File: src/rtl/cuenta_bits_pkg.sv
// Shared types and defaults for the serial bit-timing counter.
// Build option CB_MID_TICK_EN adds the mid-bit strobe.
package cuenta_bits_pkg;

    localparam int CNT_W_DEF = 5;
    localparam int DIV_W_DEF = 16;
    localparam int DIV_MIN   = 1;

    typedef enum logic [1:0] {
        IDLE = 2'd0,
        RUN  = 2'd1,
        DONE = 2'd2
    } state_e;

endpackage

File: src/rtl/cuenta_bits_param_if.sv
// Control and status bundle of the bit-timing counter.
// The mid signal exists only when CB_MID_TICK_EN is defined.
interface cuenta_bits_param_if
    import cuenta_bits_pkg::*;
#(
    parameter int CNT_W = CNT_W_DEF,
    parameter int DIV_W = DIV_W_DEF
);
    logic             start;
    logic             abort;
    logic [CNT_W-1:0] n_bits;
    logic [DIV_W-1:0] div;
    logic             busy;
    logic             tick;
    logic [CNT_W-1:0] bit_idx;
    logic             tiempo;
`ifdef CB_MID_TICK_EN
    logic             mid;
`endif

    modport master (
        output start, abort, n_bits, div,
        input  busy, tick, bit_idx, tiempo
`ifdef CB_MID_TICK_EN
        , input mid
`endif
    );

    modport slave (
        input  start, abort, n_bits, div,
        output busy, tick, bit_idx, tiempo
`ifdef CB_MID_TICK_EN
        , output mid
`endif
    );
endinterface

File: src/rtl/divisor_tick.sv
// Prescaler: tick when pre reaches div_q-1 (combinational from pre_q), mid at the bit centre
// when CB_MID_TICK_EN is defined; clr forces pre to zero, no backpressure.
module divisor_tick
    import cuenta_bits_pkg::*;
#(
    parameter int DIV_W = DIV_W_DEF
) (
    input  logic             clk,
    input  logic             rst,
    input  logic             clr,
    input  logic             en,
    input  logic [DIV_W-1:0] div_q,
    output logic             tick
`ifdef CB_MID_TICK_EN
    , output logic           mid
`endif
);
    logic [DIV_W-1:0] pre_q, pre_d;
    logic [DIV_W-1:0] last;

    // div_q is never zero, so last cannot underflow
    assign last = div_q - DIV_W'(DIV_MIN);
    assign tick = en && (pre_q == last);

`ifdef CB_MID_TICK_EN
    assign mid = en && (pre_q == (last >> 1));
`endif

    always_comb begin
        pre_d = pre_q;
        if (clr) begin
            pre_d = '0;
        end else if (en) begin
            pre_d = tick ? '0 : pre_q + DIV_W'(1);
        end
    end

    always_ff @(posedge clk) begin
        if (rst) begin
            pre_q <= '0;
        end else begin
            pre_q <= pre_d;
        end
    end
endmodule

File: src/rtl/cuenta_bits_param.sv
// Serial bit-timing counter: n_bits ticks of div clocks each, then a one-cycle tiempo pulse.
// First tick div_q cycles after start, tiempo one cycle after the last tick; start ignored unless IDLE.
module cuenta_bits_param
    import cuenta_bits_pkg::*;
#(
    parameter int CNT_W = CNT_W_DEF,
    parameter int DIV_W = DIV_W_DEF
) (
    input  logic               clk,
    input  logic               rst,
    cuenta_bits_param_if.slave bus
);
    state_e           state_q, state_d;
    logic [CNT_W-1:0] n_q, n_d;
    logic [CNT_W-1:0] bit_idx_q, bit_idx_d;
    logic [DIV_W-1:0] div_q, div_d;
    logic             tick;
    logic             run;

    assign run = (state_q == RUN);

    divisor_tick #(.DIV_W(DIV_W)) u_divisor_tick (
        .clk   (clk),
        .rst   (rst),
        .clr   (bus.abort || !run),
        .en    (run),
        .div_q (div_q),
        .tick  (tick)
`ifdef CB_MID_TICK_EN
        , .mid (bus.mid)
`endif
    );

    always_comb begin
        state_d   = state_q;
        n_d       = n_q;
        div_d     = div_q;
        bit_idx_d = bit_idx_q;
        case (state_q)
            IDLE: begin
                // abort in IDLE swallows a coincident start
                if (bus.start && !bus.abort) begin
                    n_d       = bus.n_bits;
                    div_d     = (bus.div == '0) ? DIV_W'(DIV_MIN) : bus.div;
                    bit_idx_d = '0;
                    state_d   = (bus.n_bits != '0) ? RUN : DONE;
                end
            end
            RUN: begin
                if (bus.abort) begin
                    state_d = IDLE;
                end else if (tick) begin
                    bit_idx_d = bit_idx_q + CNT_W'(1);
                    if (bit_idx_q == n_q - CNT_W'(1)) begin
                        state_d = DONE;
                    end
                end
            end
            DONE:    state_d = IDLE;
            default: state_d = IDLE;
        endcase
    end

    always_ff @(posedge clk) begin
        if (rst) begin
            state_q   <= IDLE;
            n_q       <= '0;
            div_q     <= DIV_W'(DIV_MIN);
            bit_idx_q <= '0;
        end else begin
            state_q   <= state_d;
            n_q       <= n_d;
            div_q     <= div_d;
            bit_idx_q <= bit_idx_d;
        end
    end

    assign bus.busy    = run;
    assign bus.tick    = tick;
    assign bus.bit_idx = bit_idx_q;
    assign bus.tiempo  = (state_q == DONE);
endmodule

File: src/flat_wrapper.sv
// flat-port wrapper written by rule: the top's interface ports become plain ports
module cuenta_bits_param_flat import cuenta_bits_pkg::*;
#(
    parameter int CNT_W = CNT_W_DEF,
    parameter int DIV_W = DIV_W_DEF
)
  (clk, rst, bus_start, bus_abort, bus_n_bits, bus_div, bus_busy, bus_tick, bus_bit_idx, bus_tiempo);
  cuenta_bits_param_if #(.CNT_W(CNT_W), .DIV_W(DIV_W)) bus_i ();
  input  logic clk;
  input  logic rst;
  input wire logic [$bits(bus_i.start)-1:0] bus_start;
  input wire logic [$bits(bus_i.abort)-1:0] bus_abort;
  input wire logic [$bits(bus_i.n_bits)-1:0] bus_n_bits;
  input wire logic [$bits(bus_i.div)-1:0] bus_div;
  output wire logic [$bits(bus_i.busy)-1:0] bus_busy;
  output wire logic [$bits(bus_i.tick)-1:0] bus_tick;
  output wire logic [$bits(bus_i.bit_idx)-1:0] bus_bit_idx;
  output wire logic [$bits(bus_i.tiempo)-1:0] bus_tiempo;
  assign bus_i.start = bus_start;
  assign bus_i.abort = bus_abort;
  assign bus_i.n_bits = bus_n_bits;
  assign bus_i.div = bus_div;
  assign bus_busy = bus_i.busy;
  assign bus_tick = bus_i.tick;
  assign bus_bit_idx = bus_i.bit_idx;
  assign bus_tiempo = bus_i.tiempo;
  cuenta_bits_param #(.CNT_W(CNT_W), .DIV_W(DIV_W)) u_core (.clk(clk), .rst(rst), .bus(bus_i));
endmodule
File: config.mk
export PLATFORM = sky130hd
export DESIGN_NAME = cuenta_bits_param_flat
export DESIGN_NICKNAME = d
export VERILOG_FILES = /design/src/rtl/cuenta_bits_pkg.sv /design/src/rtl/cuenta_bits_param_if.sv /design/src/rtl/divisor_tick.sv /design/src/rtl/cuenta_bits_param.sv /design/src/flat_wrapper.sv
export SDC_FILE = /design/constraint.sdc
export NUM_CORES = 1
export LEC_CHECK = 0
export CAP_MARGIN = 20
export CELL_PAD_IN_SITES_DETAIL_PLACEMENT = 0
export CELL_PAD_IN_SITES_GLOBAL_PLACEMENT = 1
export CORE_MARGIN = 3
export CORE_UTILIZATION = 44
export DETAILED_ROUTE_END_ITERATION = 6
export GPL_TIMING_DRIVEN = 0
export PLACE_DENSITY_LB_ADDON = 0.1
export SLEW_MARGIN = 20
export SYNTH_ARGS = -nofsm -noshare
export SYNTH_HDL_FRONTEND = slang
export SYNTH_SLANG_ARGS = --single-unit
File: constraint.sdc
create_clock -name clk -period 8.4 [get_ports clk]
set_input_delay 2.52 -clock clk [delete_from_list [all_inputs] [get_ports clk]]
set_output_delay 2.52 -clock clk [all_outputs]
set_load 0.005 [all_outputs]
== Word-level counts from Yosys, hierarchy flattened ==
Cells that the tools add are included.

* Input bits: 25
* Word-level logic and storage cells: 43
* Flip-flop bits (word level): 44

* Reduce and logical (&&, ||, !) cells: 13
* Mux-type cells: 12
* Equality and inequality tests: 9
* $add $sub $neg: 4

{| class="wikitable"
|+ Operators with widths
! operator !! count
|-
| two-way mux 16 bit || 2
|-
| adder 16 x 1 -> 16 bit, second input constant || 1
|-
| == test 16 bit || 1
|-
| zero test 16 bit || 1
|-
| subtractor 16 x 1 -> 16 bit, second input constant || 1
|-
| two-way mux 5 bit || 3
|-
| two-way mux 2 bit || 5
|-
| one-hot mux 5 bit (2 select lines) || 1
|-
| != test 3 bit, second input constant || 2
|-
| adder 5 x 1 -> 5 bit, second input constant || 1
|-
| == test 5 bit || 1
|-
| nonzero test 5 bit || 1
|-
| subtractor 5 x 1 -> 5 bit, second input constant || 1
|-
| != test 2 bit, second input constant || 2
|-
| one-hot mux 2 bit (2 select lines) || 1
|-
| AND reduction 4 bit || 1
|-
| AND reduction 3 bit || 1
|-
| == test 2 x 1 -> 1 bit, second input constant || 1
|-
| == test 2 bit, second input constant || 1
|-
| logical AND 1 bit || 2
|-
| zero test 1 bit || 2
|-
| zero test 2 bit || 1
|-
| != test 2 x 1 -> 1 bit, second input constant || 1
|-
| AND reduction 2 bit || 1
|-
| 3 further kinds || 3
|}

== Logic depth before layout (Yosys ltp) ==
* Depth in word-level cells: 6
* Depth in mapped cells: 12
* Gate-level depth less buffers: 9

== Modules after synthesis ==
From an unflattened synthesis, not the netlist that was laid out.

* Cell total of the unflattened synthesis: 296
* Area total of the unflattened synthesis: 2518.7 sq um

{| class="wikitable"
|+ Modules (own cells, without submodules)
! module !! area each (sq um) !! instances !! cells each !! seq. area each (sq um)
|-
| cuenta_bits_param || 1286.2 || 1 || 144 || 560.5
|-
| divisor_tick || 1232.4 || 1 || 152 || 320.3
|}

== Worst setup path before layout ==
OpenSTA, ideal clock, no wires.

* Path kind: reg2out
* Start: reg u_core.div_q[0]
* End: out bus_tick
* Arrival time: 2386 ps
* Data required time: 5880 ps
* Slack: 3494 ps
* Cell stages (with the launch flop): 11
* Cell sequence: dfxtp_1 > inv_1 > ha_1 > or3b_1 > clkbuf_1 > a211o_1 > a21o_1 > a211oi_1 > or4b_1 > buf_6 > nor2_1

* Cells in the longest elaborated chain, start to end: 3

{| class="wikitable"
|+ RTL lines
! item !! RTL line !! RTL
|-
| from (decl) || cuenta_bits_param.sv:16 || <nowiki>logic [DIV_W-1:0] div_q, div_d;</nowiki>
|-
| from (signal assigned) || cuenta_bits_param.sv:68 || <nowiki>div_q <= DIV_W'(DIV_MIN);</nowiki>
|-
| from (signal assigned) || cuenta_bits_param.sv:73 || <nowiki>div_q <= div_d;</nowiki>
|-
| subtractor 16 x 1 -> 16 bit || divisor_tick.sv:22 || <nowiki>assign last = div_q - DIV_W'(DIV_MIN);</nowiki>
|-
| == test 16 bit || divisor_tick.sv:23 || <nowiki>assign tick = en && (pre_q == last);</nowiki>
|-
| logical AND 1 bit || divisor_tick.sv:23 ||
|-
| to (decl) || flat_wrapper.sv:16 || <nowiki>output wire logic [$bits(bus_i.tick)-1:0] bus_tick;</nowiki>
|}

Every way passes these cells.

== Worst setup path in the final report ==
* Start: reg u_core.div_q[4]
* End: out bus_tick

The elaborated chain is that of the path after synthesis.

==> Flow_metrics.wiki <==
{| class="wikitable"
! Metric !! Value
|-
| Setup slack, reg-to-reg || 5.42 ns
|-
| Post-CTS setup buffers || 0
|-
| Number of pins with negative max-slew slack in the final report || 0
|-
| Total power divided by cell area || 145 nW/um^2
|-
| Half-perimeter wire length after placement || 4.90 mm
|-
| Number of buffers created by CTS || 5
|-
| Count of routing violations after the opening detailed-route iteration || 151
|-
| Setup repair after global routing missed its margin || no
|-
| Status || completed
|-
| Post-synthesis cell type count || 54
|-
| Final layout net count || 373
|-
| Clk pin slew, worst setup/hold paths || 0.09 ns
|-
| Nets in the synthesized netlist || 335
|-
| H-tree lvl count || 2
|-
| Post-detailed-routing wire length || 6.35 mm
|-
| Inserted Diodes || 0
|-
| Horizontal extent of the die || 82.1 um
|-
| Count of state elements after synthesis || 44
|-
| Register area || 881 um^2
|-
| Summed area of non-filler cells in the final layout || 3040 um^2
|-
| Maximum frequency from static timing analysis || 0.167 GHz
|-
| Worst setup EP type || output port
|-
| Total routing usage reported by global routing || 20.4%
|-
| Top fanout value on the critical path || 9
|-
| Area share of the largest cell type after synthesis || 34.6%
|-
| Number of detailed-routing iterations run before antenna repair || 4
|-
| Arrival time at the worst endpoint || 3.47 ns
|-
| Pin count of the biggest net entering global routing || 14
|-
| EDFF count, synth || 0
|-
| Initial antenna violation count || 0
|-
| Final routed wire length divided by cell count || 15.2 um
|-
| Post-synthesis instance total || 306
|-
| Post-synthesis instance area || 2550 um^2
|-
| Vias per cell || 5.50
|-
| Total clock sinks || 44
|-
| Required time of the worst setup path || 5.88 ns
|-
| Wire length of the first global-routing pass || 10.5 mm
|-
| Die height || 82.1 um
|-
| Proportion of layout cells with a drive suffix above 1 || 6.38%
|-
| Total number of vias || 2,293
|-
| Post-synthesis sequential area ratio || 34.6%
|-
| Class of the worst hold path || reg -> reg
|-
| Final period utilization || 71.3%
|-
| Cell taking the most area after synthesis || sky130_fd_sc_hd__dfxtp_1
|-
| Quantity of hold-fixing buffers added after cts || 0
|-
| Fraction of registers with async set/reset || 0%
|-
| Multi-input gate area || 1550 um^2
|-
| Setup Skew || 0.00867 ns
|-
| Final-report setup violation count || 0
|-
| Std cell rows || 27
|-
| Crit-path slowest cell || sky130_fd_sc_hd__nor4_1
|-
| Top_reg_cell synth || sky130_fd_sc_hd__dfxtp_1
|-
| Clock insertion delay at the later pin of the skew report || 0.30 ns
|-
| Worst Max-Slew Pin Slew || 0.977 ns
|-
| Signed area change from the synthesized netlist to the final layout || 19.4%
|-
| Main area contributors after synthesis || sky130_fd_sc_hd__dfxtp_1, sky130_fd_sc_hd__xor2_1, sky130_fd_sc_hd__xnor2_1
|-
| Syn avg cell area || 8.32 um^2
|-
| Overflow left after global routing || 0
|-
| Slew HR || 34.3%
|-
| Initial Util || 46.0%
|-
| Cts repair resizes || 0
|-
| Final hold violation count || 0
|-
| Placed Area || 2950 um^2
|-
| Routability-driven placement congestion ratio || 0.862
|-
| Standby leakage power || 0.00112 uW
|-
| Total Die Area || 6740 um^2
|-
| Number of fillers in the final layout || 556
|-
| Master cell of the clock root buffer || sky130_fd_sc_hd__clkbuf_8
|-
| Standard cell core area || 5540 um^2
|-
| Delay contributed by the slowest stage of the critical path || 0.87 ns
|-
| Number of global-route vias before repair || 2,088
|-
| Port Buffers || 31
|-
| Buffer levels on the longest clock path || 2
|-
| Largest vdd supply drop || 0.0000645 V
|-
| Kind of critical path || reg -> out
|-
| Clock period minus final worst setup slack || 5.99 ns
|-
| CTS tree || done
|-
| Boundary pin count || 33
|-
| Number of warnings reported in the yosys synthesis log || 0
|-
| Crit start category || flip-flop
|-
| Post-route ant nets || 0
|-
| Setup TNS || 0 ns
|-
| Residual DRC || 0
|-
| Critical path cell sequence || nor4_1 > nand4_1 > xnor2_1 > a211oi_1 > or4b_1 > buf_6 > nor2_1 > clkdlybuf4s50_1
|-
| Max_cap viols || 0
|}
[routing by layer]
layer | global-route usage, % | routed length, um | vias up
met4 | 5.15 | 66 | 0
met3 | 3.58 | 195 | 7
met1 | 29.1 | 3190 | 1057
met5 | 0 | 0 | -
met2 | 31.7 | 2900 | 38
li1 | - | - | 1191
[power breakdown]
group	leakage (uW)	switching [uW]	internal (uW)
registers	0.000357	7.54	214
logic	0.000713	42.1	39.5
clock network	0.0000510	72.8	65.7
[sequential cells by signal (all words and copies together) (netlist names)]
| register | flops |
|---|---|
| u_core.state_q | 2 |
| u_core.u_divisor_tick.pre_q | 16 |
| u_core.bus.bit_idx | 5 |
| u_core.n_q | 5 |
| u_core.div_q | 16 |
[cell usage after synthesis (3+ instances only)]
cell type,n
sky130_fd_sc_hd__dfxtp_1,44
sky130_fd_sc_hd__nand2_1,28
sky130_fd_sc_hd__nor2_1,27
sky130_fd_sc_hd__xor2_1,23
sky130_fd_sc_hd__nand3_1,17
sky130_fd_sc_hd__a21oi_1,16
sky130_fd_sc_hd__xnor2_1,15
sky130_fd_sc_hd__a22o_1,12
sky130_fd_sc_hd__clkbuf_1,9
sky130_fd_sc_hd__inv_1,9
sky130_fd_sc_hd__nor3_1,9
sky130_fd_sc_hd__nand4_1,8
sky130_fd_sc_hd__nor4_1,7
sky130_fd_sc_hd__o21ai_0,7
sky130_fd_sc_hd__and3_1,6
sky130_fd_sc_hd__or4_1,6
sky130_fd_sc_hd__ha_1,4
sky130_fd_sc_hd__nand2b_1,4
sky130_fd_sc_hd__a211oi_1,3
sky130_fd_sc_hd__a22oi_1,3
sky130_fd_sc_hd__buf_6,3
sky130_fd_sc_hd__nor2b_1,3
sky130_fd_sc_hd__o32ai_1,3
[kinds of logic after synthesis]
kind of cell    share of synthesized area, %
simple gates                            28.3
compound gates                          17.1
flops                                   34.6
xor+xnor                                13.1
buf+inv                                 4.52
fa+ha+maj                               1.96
mux                                    0.442
[critical path, delay by kind of cell, from the launching register on]
| kind | cells | cell delay [ns] |
|---|---|---|
| flops | 1 | 0.40 |
| compound gates | 1 | 0.24 |
| xor+xnor | 1 | 0.20 |
| buf+inv | 2 | 0.68 |
| simple gates | 4 | 1.66 |
[final timing paths]
path | start | cells past startpoint | end
hold reg to reg | u_core.n_q[1] | 2 | u_core.n_q[1]
hold / removal | u_core.n_q[1] | 2 | u_core.n_q[1]
setup / recovery | u_core.div_q[4] | 8 | bus_tick
setup reg to reg | u_core.div_q[4] | 9 | u_core.u_divisor_tick.pre_q[6]
[cells in the final DEF (no fill, tap or decap), types with 3 or more instances in the layout]
cell type,instances
sky130_fd_sc_hd__o21ai_0,7
sky130_fd_sc_hd__ha_1,4
sky130_fd_sc_hd__nor2b_1,3
sky130_fd_sc_hd__clkdlybuf4s50_1,31
sky130_fd_sc_hd__inv_1,9
sky130_fd_sc_hd__or4_1,6
sky130_fd_sc_hd__nand3_1,17
sky130_fd_sc_hd__buf_6,3
sky130_fd_sc_hd__clkbuf_1,9
sky130_fd_sc_hd__xnor2_1,15
sky130_fd_sc_hd__clkbuf_8,6
sky130_fd_sc_hd__nor2_1,27
sky130_fd_sc_hd__nand2_1,28
sky130_fd_sc_hd__nor4_1,7
sky130_fd_sc_hd__dfxtp_1,44
sky130_fd_sc_hd__xor2_1,23
sky130_fd_sc_hd__a22o_1,12
sky130_fd_sc_hd__nor3_1,9
sky130_fd_sc_hd__a21oi_1,16
sky130_fd_sc_hd__a22oi_1,3
sky130_fd_sc_hd__a211oi_1,3
sky130_fd_sc_hd__and3_1,6
sky130_fd_sc_hd__o32ai_1,3
sky130_fd_sc_hd__nand2b_1,4
sky130_fd_sc_hd__nand4_1,8
[per-stage QoR]
| step | worst slack (ns) | power [uW] | util, % | std cells | hold slack (ns) |
|---|---|---|---|---|---|
| after floorplan | 3.49 | 279 | - | 306 | 0.436 |
| after global placement | 2.71 | 308 | 53.2 | 409 | 0.462 |
| after detailed placement | 2.78 | 308 | 53.2 | 409 | 0.473 |
| after CTS | 2.41 | 444 | 54.9 | 417 | 0.487 |
| after global routing | 2.22 | 464 | 54.9 | 417 | 0.512 |
| final | 2.41 | 442 | 54.9 | 417 | 0.486 |
[final cells by class]
| type | count | area share [%] |
|---|---|---|
| plain buffers | 14 | 2.55 |
| multi-input cells | 238 | 51.0 |
| repair buffers | 31 | 10.2 |
| inverters | 10 | 1.23 |
| clock inverters | 2 | 0.329 |
| clock buffers | 6 | 2.72 |
| flip-flops and latches | 44 | 29.0 |
| well taps | 72 | 2.96 |
Note: power is estimated with default switching activity, not from simulation.
